## src/rtl/seg_display_select_pkg.sv

```systemverilog
// Shared encodings for the reaction-timer display path.
package seg_display_select_pkg;

  typedef enum logic [1:0] {
    ST_IDLE = 2'd0,
    ST_WAIT = 2'd1,
    ST_RUN  = 2'd2,
    ST_DONE = 2'd3
  } game_state_e;

  typedef enum logic {
    CEL_IDLE  = 1'b0,
    CEL_BLINK = 1'b1
  } cel_state_e;

  localparam logic [6:0] SEG_BLANK = 7'b1111111;

endpackage

```

## src/rtl/seg_display_select_sw_debounce.sv

```systemverilog
// 2-FF synchroniser followed by a stability counter; dout follows din only
// after the synchronised value has differed from it for DEB_CYCLES cycles.
module sw_debounce #(
  parameter int unsigned DEB_CYCLES = 500000
) (
  input  logic clk,
  input  logic rst_n,
  input  logic din,
  output logic dout
);

  localparam int unsigned CNT_W = (DEB_CYCLES > 1) ? $clog2(DEB_CYCLES) : 1;
  localparam logic [CNT_W-1:0] CNT_LAST = CNT_W'(DEB_CYCLES - 1);

  logic             sync1_q, sync2_q;
  logic             db_q, db_d;
  logic [CNT_W-1:0] cnt_q, cnt_d;

  always_comb begin
    db_d  = db_q;
    cnt_d = '0;
    if (sync2_q != db_q) begin
      if (cnt_q == CNT_LAST) begin
        db_d = sync2_q;
      end else begin
        cnt_d = cnt_q + 1'b1;
      end
    end
  end

  always_ff @(posedge clk or negedge rst_n) begin
    if (!rst_n) begin
      sync1_q <= 1'b0;
      sync2_q <= 1'b0;
      db_q    <= 1'b0;
      cnt_q   <= '0;
    end else begin
      sync1_q <= din;
      sync2_q <= sync1_q;
      db_q    <= db_d;
      cnt_q   <= cnt_d;
    end
  end

  assign dout = db_q;

endmodule

```

## src/rtl/seg_display_select.sv

```systemverilog
// Registered source selector for the seven-segment bank, with debounced
// high-score view switch and a timed new-high-score blink sequence.
module seg_display_select
  import seg_display_select_pkg::*;
#(
  parameter int unsigned DIGITS        = 4,
  parameter int unsigned SEG_W         = 7,
  parameter int unsigned DEB_CYCLES    = 500000,
  parameter int unsigned BLINK_DIV     = 12500000,
  parameter int unsigned CELEB_TOGGLES = 6
) (
  input  logic                    clk,
  input  logic                    rst_n,
  input  logic [1:0]              state,
  input  logic                    hs_sw,
  input  logic                    new_hs,
  input  logic [DIGITS*SEG_W-1:0] prompt_segs,
  input  logic [DIGITS*SEG_W-1:0] live_segs,
  input  logic [DIGITS*SEG_W-1:0] hs_segs,
  output logic [DIGITS*SEG_W-1:0] seg_out,
  output logic                    celebrating
);

  localparam int unsigned DIV_W = (BLINK_DIV > 1) ? $clog2(BLINK_DIV) : 1;
  localparam int unsigned TOG_W = $clog2(CELEB_TOGGLES + 1);
  localparam logic [DIV_W-1:0] DIV_LAST = DIV_W'(BLINK_DIV - 1);
  localparam logic [TOG_W-1:0] TOG_LAST = TOG_W'(CELEB_TOGGLES - 1);

  game_state_e st;
  logic        sw_db;

  cel_state_e                cel_q, cel_d;
  logic                      phase_on_q, phase_on_d;
  logic [DIV_W-1:0]          div_q, div_d;
  logic [TOG_W-1:0]          tog_q, tog_d;
  logic [DIGITS*SEG_W-1:0]   seg_q, seg_d;

  assign st = game_state_e'(state);

  sw_debounce #(
    .DEB_CYCLES(DEB_CYCLES)
  ) u_hs_debounce (
    .clk  (clk),
    .rst_n(rst_n),
    .din  (hs_sw),
    .dout (sw_db)
  );

  // Leaving DONE cancels outright; new_hs in DONE (re)starts from phase ON.
  always_comb begin
    cel_d      = cel_q;
    phase_on_d = phase_on_q;
    div_d      = div_q;
    tog_d      = tog_q;
    if (st != ST_DONE) begin
      cel_d      = CEL_IDLE;
      phase_on_d = 1'b1;
      div_d      = '0;
      tog_d      = '0;
    end else if (new_hs) begin
      cel_d      = CEL_BLINK;
      phase_on_d = 1'b1;
      div_d      = '0;
      tog_d      = '0;
    end else if (cel_q == CEL_BLINK) begin
      if (div_q == DIV_LAST) begin
        div_d      = '0;
        phase_on_d = ~phase_on_q;
        tog_d      = tog_q + 1'b1;
        if (tog_q == TOG_LAST) begin
          cel_d = CEL_IDLE;
        end
      end else begin
        div_d = div_q + 1'b1;
      end
    end
  end

  always_comb begin
    seg_d = '1;
    if (sw_db) begin
      seg_d = hs_segs;
    end else begin
      case (st)
        ST_IDLE: seg_d = prompt_segs;
        ST_WAIT: seg_d = '1;
        ST_RUN:  seg_d = live_segs;
        ST_DONE: seg_d = (cel_q == CEL_BLINK && !phase_on_q) ? '1 : live_segs;
        default: seg_d = '1;
      endcase
    end
  end

  always_ff @(posedge clk or negedge rst_n) begin
    if (!rst_n) begin
      cel_q      <= CEL_IDLE;
      phase_on_q <= 1'b1;
      div_q      <= '0;
      tog_q      <= '0;
      seg_q      <= '1;
    end else begin
      cel_q      <= cel_d;
      phase_on_q <= phase_on_d;
      div_q      <= div_d;
      tog_q      <= tog_d;
      seg_q      <= seg_d;
    end
  end

  assign seg_out     = seg_q;
  assign celebrating = (cel_q == CEL_BLINK);

endmodule

```

## config.mk

```make
export PLATFORM = sky130hd
export DESIGN_NAME = seg_display_select
export DESIGN_NICKNAME = d
export VERILOG_FILES = /design/src/rtl/seg_display_select_pkg.sv /design/src/rtl/seg_display_select_sw_debounce.sv /design/src/rtl/seg_display_select.sv
export SDC_FILE = /design/constraint.sdc
export NUM_CORES = 1
export LEC_CHECK = 0
export ABC_AREA = 1
export CAP_MARGIN = 20
export CORE_ASPECT_RATIO = 1.75
export CORE_MARGIN = 2
export CORE_UTILIZATION = 46
export CTS_CLUSTER_DIAMETER = 60
export DETAILED_ROUTE_END_ITERATION = 8
export HOLD_SLACK_MARGIN = 0.08
export PLACE_DENSITY = 0.77
export SYNTH_ARGS = -nofsm -noshare
export SYNTH_HDL_FRONTEND = slang
export SYNTH_HIERARCHICAL = 1
export SYNTH_SLANG_ARGS = --single-unit
```

## constraint.sdc

```tcl
create_clock -name clk -period 1.5 [get_ports clk]
set_input_delay 0.225 -clock clk [delete_from_list [all_inputs] [get_ports clk]]
set_output_delay 0.225 -clock clk [all_outputs]
set_load 0.03 [all_outputs]
```

Word-level counts from Yosys, hierarchy flattened
Index checks and enable logic that the tools add are counted.
Storage, ports and cells
  register bits: 79
  word-level logic and storage cells: 50
  input port bits: 90
Cells by class
  mux-type cells: 22
  reduce and logical (&&, ||, !) cells: 7
  eq/ne operators: 8
  add/sub/neg operators: 3
  bitwise operators: 1
Operators by type and width (number)
  case mux 28 bit (4 select lines): 1
  2-to-1 mux 24 bit: 4
  2-to-1 mux 28 bit: 2
  2-to-1 mux 19 bit: 2
  adder 24 x 1 -> 24 bit (second input constant): 1
  equality test 24 bit (second input constant): 1
  adder 19 x 1 -> 19 bit (second input constant): 1
  equality test 19 bit (second input constant): 1
  2-to-1 mux 3 bit: 4
  2-to-1 mux 1 bit: 9
  nonzero test 3 bit: 2
  equality test 2 bit (second input constant): 2
  AND reduction 2 bit: 2
  adder 3 x 1 -> 3 bit (second input constant): 1
  equality test 3 bit (second input constant): 1
  equality test 2 x 1 -> 1 bit (second input constant): 1
  zero test 2 bit: 1
  inequality test 2 bit (second input constant): 1
  logical AND 1 bit: 1
  zero test 1 bit: 1
  inequality test 1 bit: 1
  inverter 1 bit: 1

Logic depth before layout (Yosys ltp)
Gate-level depths: netlist (run 1).
  depth in word-level cells: 6
  gate-level depth with buffers: 10

Hierarchy
The synthesis (run 1) kept the hierarchy.
Modules (own cells, without submodules)
  seg_display_select: cells each 384, times used 1, seq. area each 1462.7 um^2, area an instance 3258.1 um^2
  sw_debounce: cells each 147, times used 1, seq. area each 550.5 um^2, area an instance 1191.1 um^2

Worst setup path after synthesis (run 1)
OpenSTA, ideal clock, no wires.
  path kind: reg2reg
  from: register cel_q, in the netlist celebrating
  to: register div_q[8]
  path slack: 46 ps
  path buffers: 0
  library setup time: 127 ps
  arrival time: 1327 ps
  period minus slack after synthesis: 1454 ps
  stages on the path, launching flop included: 10
  data required time: 1373 ps
  cell sequence: dfrtp_1 inv_1 nand2_4 inv_4 nor2_4 inv_2 nor2_2 nand2_1 nand2_1 nor2_1
On the way
  cells in the longest elaborated chain, start to end: 1
RTL lines
  from (decl): RTL line seg_display_select.sv:32  | cel_state_e cel_q, cel_d;
  from (signal assigned): RTL line seg_display_select.sv:102  | cel_q <= cel_d;
  nonzero test 3 bit (no line)
  to (signal assigned): RTL line seg_display_select.sv:104  | div_q <= div_d;
  to (decl): RTL line seg_display_select.sv:34  | logic [DIV_W-1:0] div_q, div_d;
No other way between the ends.
A chain may end at the register's enable or synchronous reset.

Worst setup path after layout (run 1)
  from: register div_q[0]
  to: register div_q[16]
On the way
  cells in the longest elaborated chain, start to end: 5
RTL lines
  adder 24 x 1 -> 24 bit / equality test 24 bit (equally long branches): RTL line seg_display_select.sv:74, seg_display_select.sv:66
  2-to-1 mux 24 bit (*): RTL line seg_display_select.sv:66  | if (div_q == DIV_LAST) begin
  2-to-1 mux 24 bit (*): RTL line seg_display_select.sv:65  | end else if (cel_q == CEL_BLINK) begin
  2-to-1 mux 24 bit (*): RTL line seg_display_select.sv:60  | end else if (new_hs) begin
  2-to-1 mux 24 bit (*): RTL line seg_display_select.sv:55  | if (st != ST_DONE) begin
Mark *: on every way between the ends. The rest lies on a longest branch, timed or not. The select of a mux whose other input is x is not followed.

==> metrics.txt, run 1 <==
vias per cell=5.24; clk sink count=79; Iteration-0 DRC Markers=260; fin. max-slew vios=0; Antenna Cells=0; Layout Utilization=67.4%; Area Growth Syn to Fin=42.6%; routability congestion estimate=0.908; hpwl dp=8820 um; Crit Path Category=reg2reg; Synth top area share=28.1%; Worst Path Arrival=1.71 ns; asr flop ratio synth=100%; Worst-path clk slew=0.06 ns; via count=4245; Chip Height=134 um; CTS tree=built; Max Freq=674 MHz; post-route antenna net violation count=0; port bufs=118; pwr/cell area=800 nW/um^2; Syn Nets=625; drt pass-1 iters=5; Synth warnings=6; Starting Density=47.3%; ys flop type=dfrtp_1; final worst path period share=99.0%; placed cells=782; Seq/Total Area, Yosys=45.2%; Post-Syn Area per Cell=8.38 sq um; FILL cells=761; Critical Path End Type=flip-flop; ranking of synthesized cells by area=dfrtp_1, dfstp_2, nand2_1, inv_1, nor2_1; worst skew pair latency=0.34 ns; worst clock skew=0.00716 ns; TritonCTS buffer count=9; area leader, netlist=dfrtp_1; Cell Count, Final, Fillers Out=810; Post-synth EDFFs=0; synthesized instance count=531; synthesized area=4450 sq um; number of global-route vias before repair=4219; Max-slew headroom=70.1%; DRC Markers=0; DR WL/cell=14.3 um; most frequent cells in the layout=nand2_1, clkdlybuf4s50_1, inv_1; instance area at placement=5940 sq um; # Max-Cap Violations=0; most common cell after layout, fill and taps aside=nand2_1; clk buf depth=2; total core area=9410 sq um; I/O pin count=119; cell area after layout=6340 sq um; critical path launch point type=flip-flop; final hold vios=0; Root Driver=clkbuf_16; RSZ-0062 raised after global routing=true; status=finished, final reports clean; LEAKAGE=2.86 nW; worst slew pin tran=0.448 ns; pin count of the biggest net entering global routing=32; CP required=1.72 ns; Die Footprint=10500 sq um; Tmin final=1.48 ns; total gr overflow=0; Die W=78.3 um; Worst VDD drop=0.608 mV; # setup viols final=0; Max FO, Critical Path=4; fin nets=777; CTS H-tree depth=3; initial antenna violation count=0; sum of negative setup slack=0 ns; Yosys reg bits=79; first-pass GRT wire length=18400 um; post-synthesis cell type count=40; overall routing resource usage=22.2%; Hold WC Path Type=in2reg; row count=47; layout cells sized above 1=22.8%; detailed-route wire length=11600 um
==> report_power, final <==
| part | internal, mW | total, mW | switching (mW) |
|---|---|---|---|
| Combinational | 0.409 | 0.817 | 0.409 |
| Clock | 1.12 | 1.95 | 0.835 |
| Sequential | 2.26 | 2.31 | 0.0446 |
==> logic make-up after synthesis <==
kind of cell	count (synthesis)	share of synthesized area (%)
flops	79	45.2
xor+xnor	16	3.32
simple gates	252	28.7
fa+ha+maj	4	1.12
buf+inv	92	8.24
compound gates	88	13.4
==> cell usage after synthesis, drive strengths merged (7+ instances only) <==
master    n
buf       7
a22oi    28
a21oi     8
nor2     93
o21ai    19
nand3    31
inv      80
nand2   111
o22ai    29
xor2     13
dfstp    29
dfrtp    50
==> path summary, 6_finish.rpt <==
check	startpoint	end	slack (ns)	cells past startpoint
setup reg to reg	div_q[0]$_DFFE_PN0P_	div_q[16]$_DFFE_PN0P_	0.02	10
hold / removal	hs_sw	u_hs_debounce/sync1_q$_DFF_PN0_	0.36	1
hold reg to reg	u_hs_debounce/sync1_q$_DFF_PN0_	u_hs_debounce/sync2_q$_DFF_PN0_	0.36	0
min in group asynchronous	rst_n	u_hs_debounce/cnt_q[2]$_DFF_PN0_	0.37	2
max in group asynchronous	rst_n	seg_out[16]$_DFF_PN1_	0.53	3
setup / recovery	div_q[0]$_DFFE_PN0P_	div_q[16]$_DFFE_PN0P_	0.02	10
==> layout make-up <==
cell class	instances	area (sq um)	share of cell area [%]
timing repair buffer	153	1480	23.3
sequential	79	2020	31.8
clock buffer	12	236	3.73
tap	122	153	2.41
inverter	80	303	4.77
multi-input combinational	360	2130	33.6
clock inverter	4	23.8	0.375
==> registers in the layout, indices dropped and copies added, names as in the netlist <==
register and cells:
celebrating 1, div_q 24, phase_on_q 1, seg_out 28
tog_q 3, u_hs_debounce/cnt_q 19, u_hs_debounce/dout 1, u_hs_debounce/sync1_q 1
u_hs_debounce/sync2_q 1
==> layer usage <==
metal / GRT usage, % / up-vias / routed length [um]
li1: - / 2026 / -
met1: 22.2 / 1993 / 4040
met2: 42.0 / 194 / 6310
met3: 4.78 / 32 / 765
met4: 11.9 / 0 / 432
met5: 0 / - / 0
==> metrics by stage <==
| stage | power [mW] | hold slack [ns] | setup slack [ns] |
|---|---|---|---|
| after floorplan | 2.68 | -0.0706 | 0.0461 |
| after global placement | 3.14 | 0.180 | -0.114 |
| after detailed placement | 3.16 | 0.183 | -0.173 |
| after CTS | 5.08 | 0.359 | 0.000760 |
| after global routing | 5.26 | 0.362 | -0.0667 |
| final | 5.08 | 0.360 | 0.0153 |
==> worst max-delay path: stages (launching register included) <==
cell     delay, ns
dfrtp_1       0.40
ha_4          0.18
nand2_2       0.06
inv_2         0.07
nand2_4       0.06
nor2_8        0.18
nand2_4       0.10
nor2_4        0.14
nand3_2       0.07
nand2_1       0.06
nor2_1        0.04
==> timing repair <==
| item | in CTS | in global routing |
|---|---|---|
| endpoints found under the hold margin | 18 | 0 |
| setup endpoints to repair | 39 | 47 |
| pin swaps | 1 | 8 |
| buffers inserted | 0 | 11 |
| gates cloned | 0 | 0 |
| resized for setup | 30 | 34 |
| hold buffers | 1 | 0 |
No activity file was read; power rests on OpenSTA's default activity.
==> inputs of run 2 (changes only) <==
CORE_UTILIZATION = 23   (was 46)
PLACE_DENSITY = default   (was 0.77)
==> run 2 against run 1 <==
  * Routed wire length up 6.5%
  * Worst hold slack worse by 0.030 ns
  * Count of clock-buffer cells in the layout down 2
  * Clock power up 13%
  * Global-route usage down 9.5 points
  * Die area up 95%
  * Non-clock buffer count up 4
  * Largest cell class unchanged
==> metrics.txt, run 2 (same netlist as run 1, synthesis figures left out) <==
sequential power share=43.3%; Iteration-0 DRC Markers=107; Die Footprint=20500 sq um; RSZ-0062 raised after global routing=true; Area Growth Syn to Fin=47.5%; Hold WC Path Type=in2reg; max reg flops=28; most common cell after layout, fill and taps aside=nand2_1; number of global-route vias before repair=4157; pwr/cell area=811 nW/um^2; clk buf depth=2; Psw=1.35 mW; CTS H-tree depth=3; overall routing resource usage=12.7%; sum of negative setup slack=0 ns; detailed-route wire length=12300 um; final worst path period share=98.9%; # setup viols final=0; TritonCTS buffer count=9; placed cells=908; I/O pin count=119; first-pass GRT wire length=20100 um; total gr overflow=0; sw frac=25.4%; routability congestion estimate=0.859; most frequent cells in the layout=nand2_1, clkdlybuf4s50_1, inv_1; Crit Path Category=reg2reg; initial antenna violation count=0; worst clock skew=0.0116 ns; Root Driver=clkbuf_16; Cell Count, Final, Fillers Out=933; pin count of the biggest net entering global routing=32; # Max-Cap Violations=0; Worst-path clk slew=0.07 ns; Die W=109 um; Chip Height=188 um; worst skew pair latency=0.34 ns; CP required=1.74 ns; clk sink count=79; Power Internal=3.97 mW; layout cells sized above 1=24.3%; Max FO, Critical Path=5; via count=3999; status=finished, final reports clean; Worst VDD drop=0.523 mV; critical path launch point type=flip-flop; final hold vios=0; Max Freq=674 MHz; drt pass-1 iters=4; LEAKAGE=2.91 nW; Max-slew headroom=65.3%; fin. max-slew vios=0; Critical Path End Type=flip-flop; row count=67; DR WL/cell=13.2 um; post-route antenna net violation count=0; CTS tree=built; worst slew pin tran=0.520 ns; Tmin final=1.48 ns; vias per cell=4.29; hold_ws=0.330 ns; clock share of power=41.5%; Antenna Cells=0; combinational share of power=15.2%; cell area after layout=6560 sq um; hpwl dp=9820 um; Worst Path Arrival=1.72 ns; instance area at placement=6170 sq um; total core area=19000 sq um; fin nets=781; port bufs=118; DRC Markers=0; Starting Density=23.4%
-- run 2: cell count changes in the layout (fill, tap and decap cells not counted), sizes merged --
cell,delta
clkinvlp,+2
inv,+2
bufinv,+1
buf,+7
clkinv,-3
clkdlybuf4s15,+3
dlygate4sd2,-12
clkbuf,+4
-- run 2: per-layer routing --
layer,global-route usage (%),part of all wire (%)
met1,12.0,34
met2,25.0,58
met3,2.50,4.3
met4,5.82,2.9
met5,0,0
-- run 2: through the flow --
stage	setup WS, ns	total power, mW	util (%)
2_1_floorplan	0.0461	2.68	-
4_1_cts	-0.0146	5.42	34.1
5_1_grt	-0.0653	5.59	34.5
3_3_place_gp	-0.190	3.17	32.4
3_5_place_dp	-0.206	3.18	32.4
6_report	0.0160	5.32	34.5
-- run 2: cell type report --
cell class                 instances  area, sq um
fill                            1967        12500
tap                              241          302
multi-input combinational        360         2120
inverter                          80          303
sequential                        79         2020
timing repair buffer             157         1520
clock inverter                     6         67.6
clock buffer                      10          229
-- run 2: final timing paths --
path,from,to,slack (ns),depth (start not counted)
min in group asynchronous,rst_n,tog_q[0]$_DFFE_PN0P_,0.34,2
max,div_q[4]$_DFFE_PN0P_,div_q[18]$_DFFE_PN0P_,0.02,10
min,hs_sw,u_hs_debounce/sync1_q$_DFF_PN0_,0.33,1
max reg2reg,div_q[4]$_DFFE_PN0P_,div_q[18]$_DFFE_PN0P_,0.02,10
max in group asynchronous,rst_n,seg_out[6]$_DFF_PN1_,0.58,3
min reg2reg,u_hs_debounce/sync1_q$_DFF_PN0_,u_hs_debounce/sync2_q$_DFF_PN0_,0.35,0
-- run 2: power groups by stage --
stage               combinational, mW  sequential (mW)  clock (mW)
floorplan                       0.213             2.46           0
global placement                0.834             2.34           0
detailed placement              0.839             2.34           0
CTS                             0.817             2.30        2.29
global route                    0.888             2.31        2.39
finish                          0.811             2.30        2.21
-- run 2: repair_timing --
action | 4_1_cts | 5_1_grt
hold buffers | 1 | 0
setup endpoints to repair | 51 | 47
buffers inserted | 2 | 6
hold endpoints to repair | 20 | 0
pin swaps | 2 | 11
gates resized for setup | 38 | 33
-- run 2: worst max-delay path, stage by stage (launching register included) --
cell and delay (ns):
dfrtp_1 0.43, nand2_2 0.13, nor2_4 0.15, nand2_4 0.07, nor2_8 0.17, buf_4 0.14, nand2_2 0.04, nor2_1 0.08
nand2_1 0.05, nand3_1 0.07, nand2_1 0.04
==> inputs of run 3 (changes only) <==
CORE_UTILIZATION = 49   (was 23)
PLACE_DENSITY = 0.81   (was default)
SLEW_MARGIN = 20   (was default)
==> run 3 against run 2 <==
  * The flow now finishes with violations (negative setup slack)
  * Clock power down 2%
  * Clock skew down 0.0049 ns
  * Worst hold slack better by 0.011 ns
  * Final area down 1.0%
  * Critical path type unchanged
  * Critical endpoint is now div_q[11]$_DFFE_PN0P_
  * Largest cell class unchanged
==> metrics.txt, run 3 (same netlist as run 1, synthesis figures left out) <==
status=finished, violations left; failing checks=negative setup slack; FILL cells=613; final worst slack=-0.0186 ns; largest stage delay on the critical path=0.39 ns; initial antenna violation count=0; worst slew pin tran=0.426 ns; CP required=1.71 ns; via count=4305; number of global-route vias before repair=4256; detailed-route wire length=12000 um; worst clock skew=0.00678 ns; row count=46; Critical Path End Type=flip-flop; register area=2020 sq um; CTS H-tree depth=3; combinational share of power=15.8%; fin. max-slew vios=0; Worst VDD drop=0.736 mV; I/O pin count=119; overall routing resource usage=24.2%; DRC Markers=0; post-route antenna net violation count=0; Max-slew headroom=71.6%; DR WL/cell=14.6 um; Worst Path Arrival=1.73 ns; Tmin final=1.52 ns; sequential power share=43.4%; pwr/cell area=819 nW/um^2; Max Freq=658 MHz; multi-input logic area=2170 sq um; most common cell after layout, fill and taps aside=clkdlybuf4s50_1; Die Footprint=9890 sq um; Area Growth Syn to Fin=45.9%; hpwl dp=8800 um; CP bufs+invs=2; Crit Path Category=reg2reg; most frequent cells in the layout=clkdlybuf4s50_1, nand2_1, inv_1; Antenna Cells=0; sum of negative setup slack=-0.0186 ns; drt pass-1 iters=4; port bufs=118; worst skew pair latency=0.34 ns; Die W=76.0 um; sw frac=24.5%; LEAKAGE=2.94 nW; Crit path max-delay family=simple AND/OR/NAND/NOR gates; placed cells=794; final worst path period share=101%; Iteration-0 DRC Markers=187; Root Driver=clkbuf_16; Power Internal=4.02 mW; clk sink count=79; # setup viols final=1; Worst-path clk slew=0.06 ns; clk buf depth=2; Critical Path Slowest Stage Cell=dfrtp_1; vias per cell=5.26; Starting Density=49.9%; routability congestion estimate=0.889; # Max-Cap Violations=0; RSZ-0062 raised after global routing=true; clock share of power=40.9%; CTS tree=built; Hold WC Path Type=in2reg; crit path cell chain=buf_4 > nand2_2 > nor2_4 > buf_6 > nand4_1 > nor2_1 > nor3_1; Cell Count, Final, Fillers Out=818; critical path launch point type=flip-flop; Psw=1.30 mW; total gr overflow=0; max reg flops=28; pin count of the biggest net entering global routing=80; TritonCTS buffer count=9; layout cells sized above 1=24.8%; Max FO, Critical Path=4; first-pass GRT wire length=19100 um; final hold vios=0; total core area=8920 sq um; Chip Height=130 um; fin nets=787
-- run 3: cell types whose count changed in the layout (fill, tap and decap cells not counted), sizes merged --
cell / change
dlygate4sd2: +10
buf: +3
clkbuf: -3
clkdlybuf4s15: -1
clkinv: -1
clkinvlp: -1
inv: -1
-- run 3: timing repair --
item | 4_1_cts | 5_1_grt
buffers inserted | 2 | 6
gates resized for setup | 39 | 36
setup endpoints to repair | 33 | 42
pin swaps | 2 | 16
endpoints found under the hold margin | 50 | 0
hold buffers | 1 | 0
-- run 3: final cells by class --
cell class	count	area share [%]
multi-input combinational	360	33.4
sequential	79	31.0
timing repair buffer	163	24.0
inverter	80	4.66
clock buffer	13	3.85
tap	120	2.31
clock inverter	3	0.675
-- run 3: power groups by stage --
stage          registers (mW)  clock network [mW]  logic (mW)
6_report                 2.31                2.17       0.838
5_1_grt                  2.32                2.27       0.899
4_1_cts                  2.30                2.19       0.808
3_5_place_dp             2.34                   0       0.831
3_3_place_gp             2.33                   0       0.816
2_1_floorplan            2.46                   0       0.213
-- run 3: per-stage QoR --
step	power [mW]	hold slack, ns	util, %	worst slack, ns	instance area (sq um)
2_1_floorplan	2.68	-0.0706	-	0.0461	4450
6_report	5.32	0.341	72.8	-0.0186	6490
5_1_grt	5.49	0.350	72.8	-0.0704	6490
3_3_place_gp	3.15	0.271	67.8	-0.150	6050
3_5_place_dp	3.17	0.274	67.8	-0.201	6050
4_1_cts	5.30	0.343	71.3	0.00147	6360
-- run 3: metal layers --
| layer | GRT usage (%) | part of all wire [%] | up-vias |
|---|---|---|---|
| met1 | 24.5 | 35 | 2053 |
| met5 | 0 | 0 | - |
| met4 | 13.0 | 2.8 | 0 |
| li1 | - | - | 2050 |
| met3 | 5.46 | 6.6 | 29 |
| met2 | 46.2 | 55 | 173 |
-- run 3: worst paths after layout --
check                      slack, ns  depth (start not counted)                              end                            start
max                            -0.02                          7            div_q[11]$_DFFE_PN0P_             div_q[1]$_DFFE_PN0P_
min                             0.34                          1  u_hs_debounce/sync1_q$_DFF_PN0_                            hs_sw
max reg2reg                    -0.02                          7            div_q[11]$_DFFE_PN0P_             div_q[1]$_DFFE_PN0P_
min reg2reg                     0.35                          0  u_hs_debounce/sync2_q$_DFF_PN0_  u_hs_debounce/sync1_q$_DFF_PN0_
max in group asynchronous       0.68                          3            seg_out[23]$_DFF_PN1_                            rst_n
min in group asynchronous       0.43                          3            div_q[14]$_DFFE_PN0P_                            rst_n
-- run 3: worst reg2reg max path: stages (launching register included) --
cell	delay (ns)
dfrtp_1	0.39
buf_4	0.14
nand2_2	0.07
nor2_4	0.21
buf_6	0.13
nand4_1	0.15
nor2_1	0.21
nor3_1	0.10
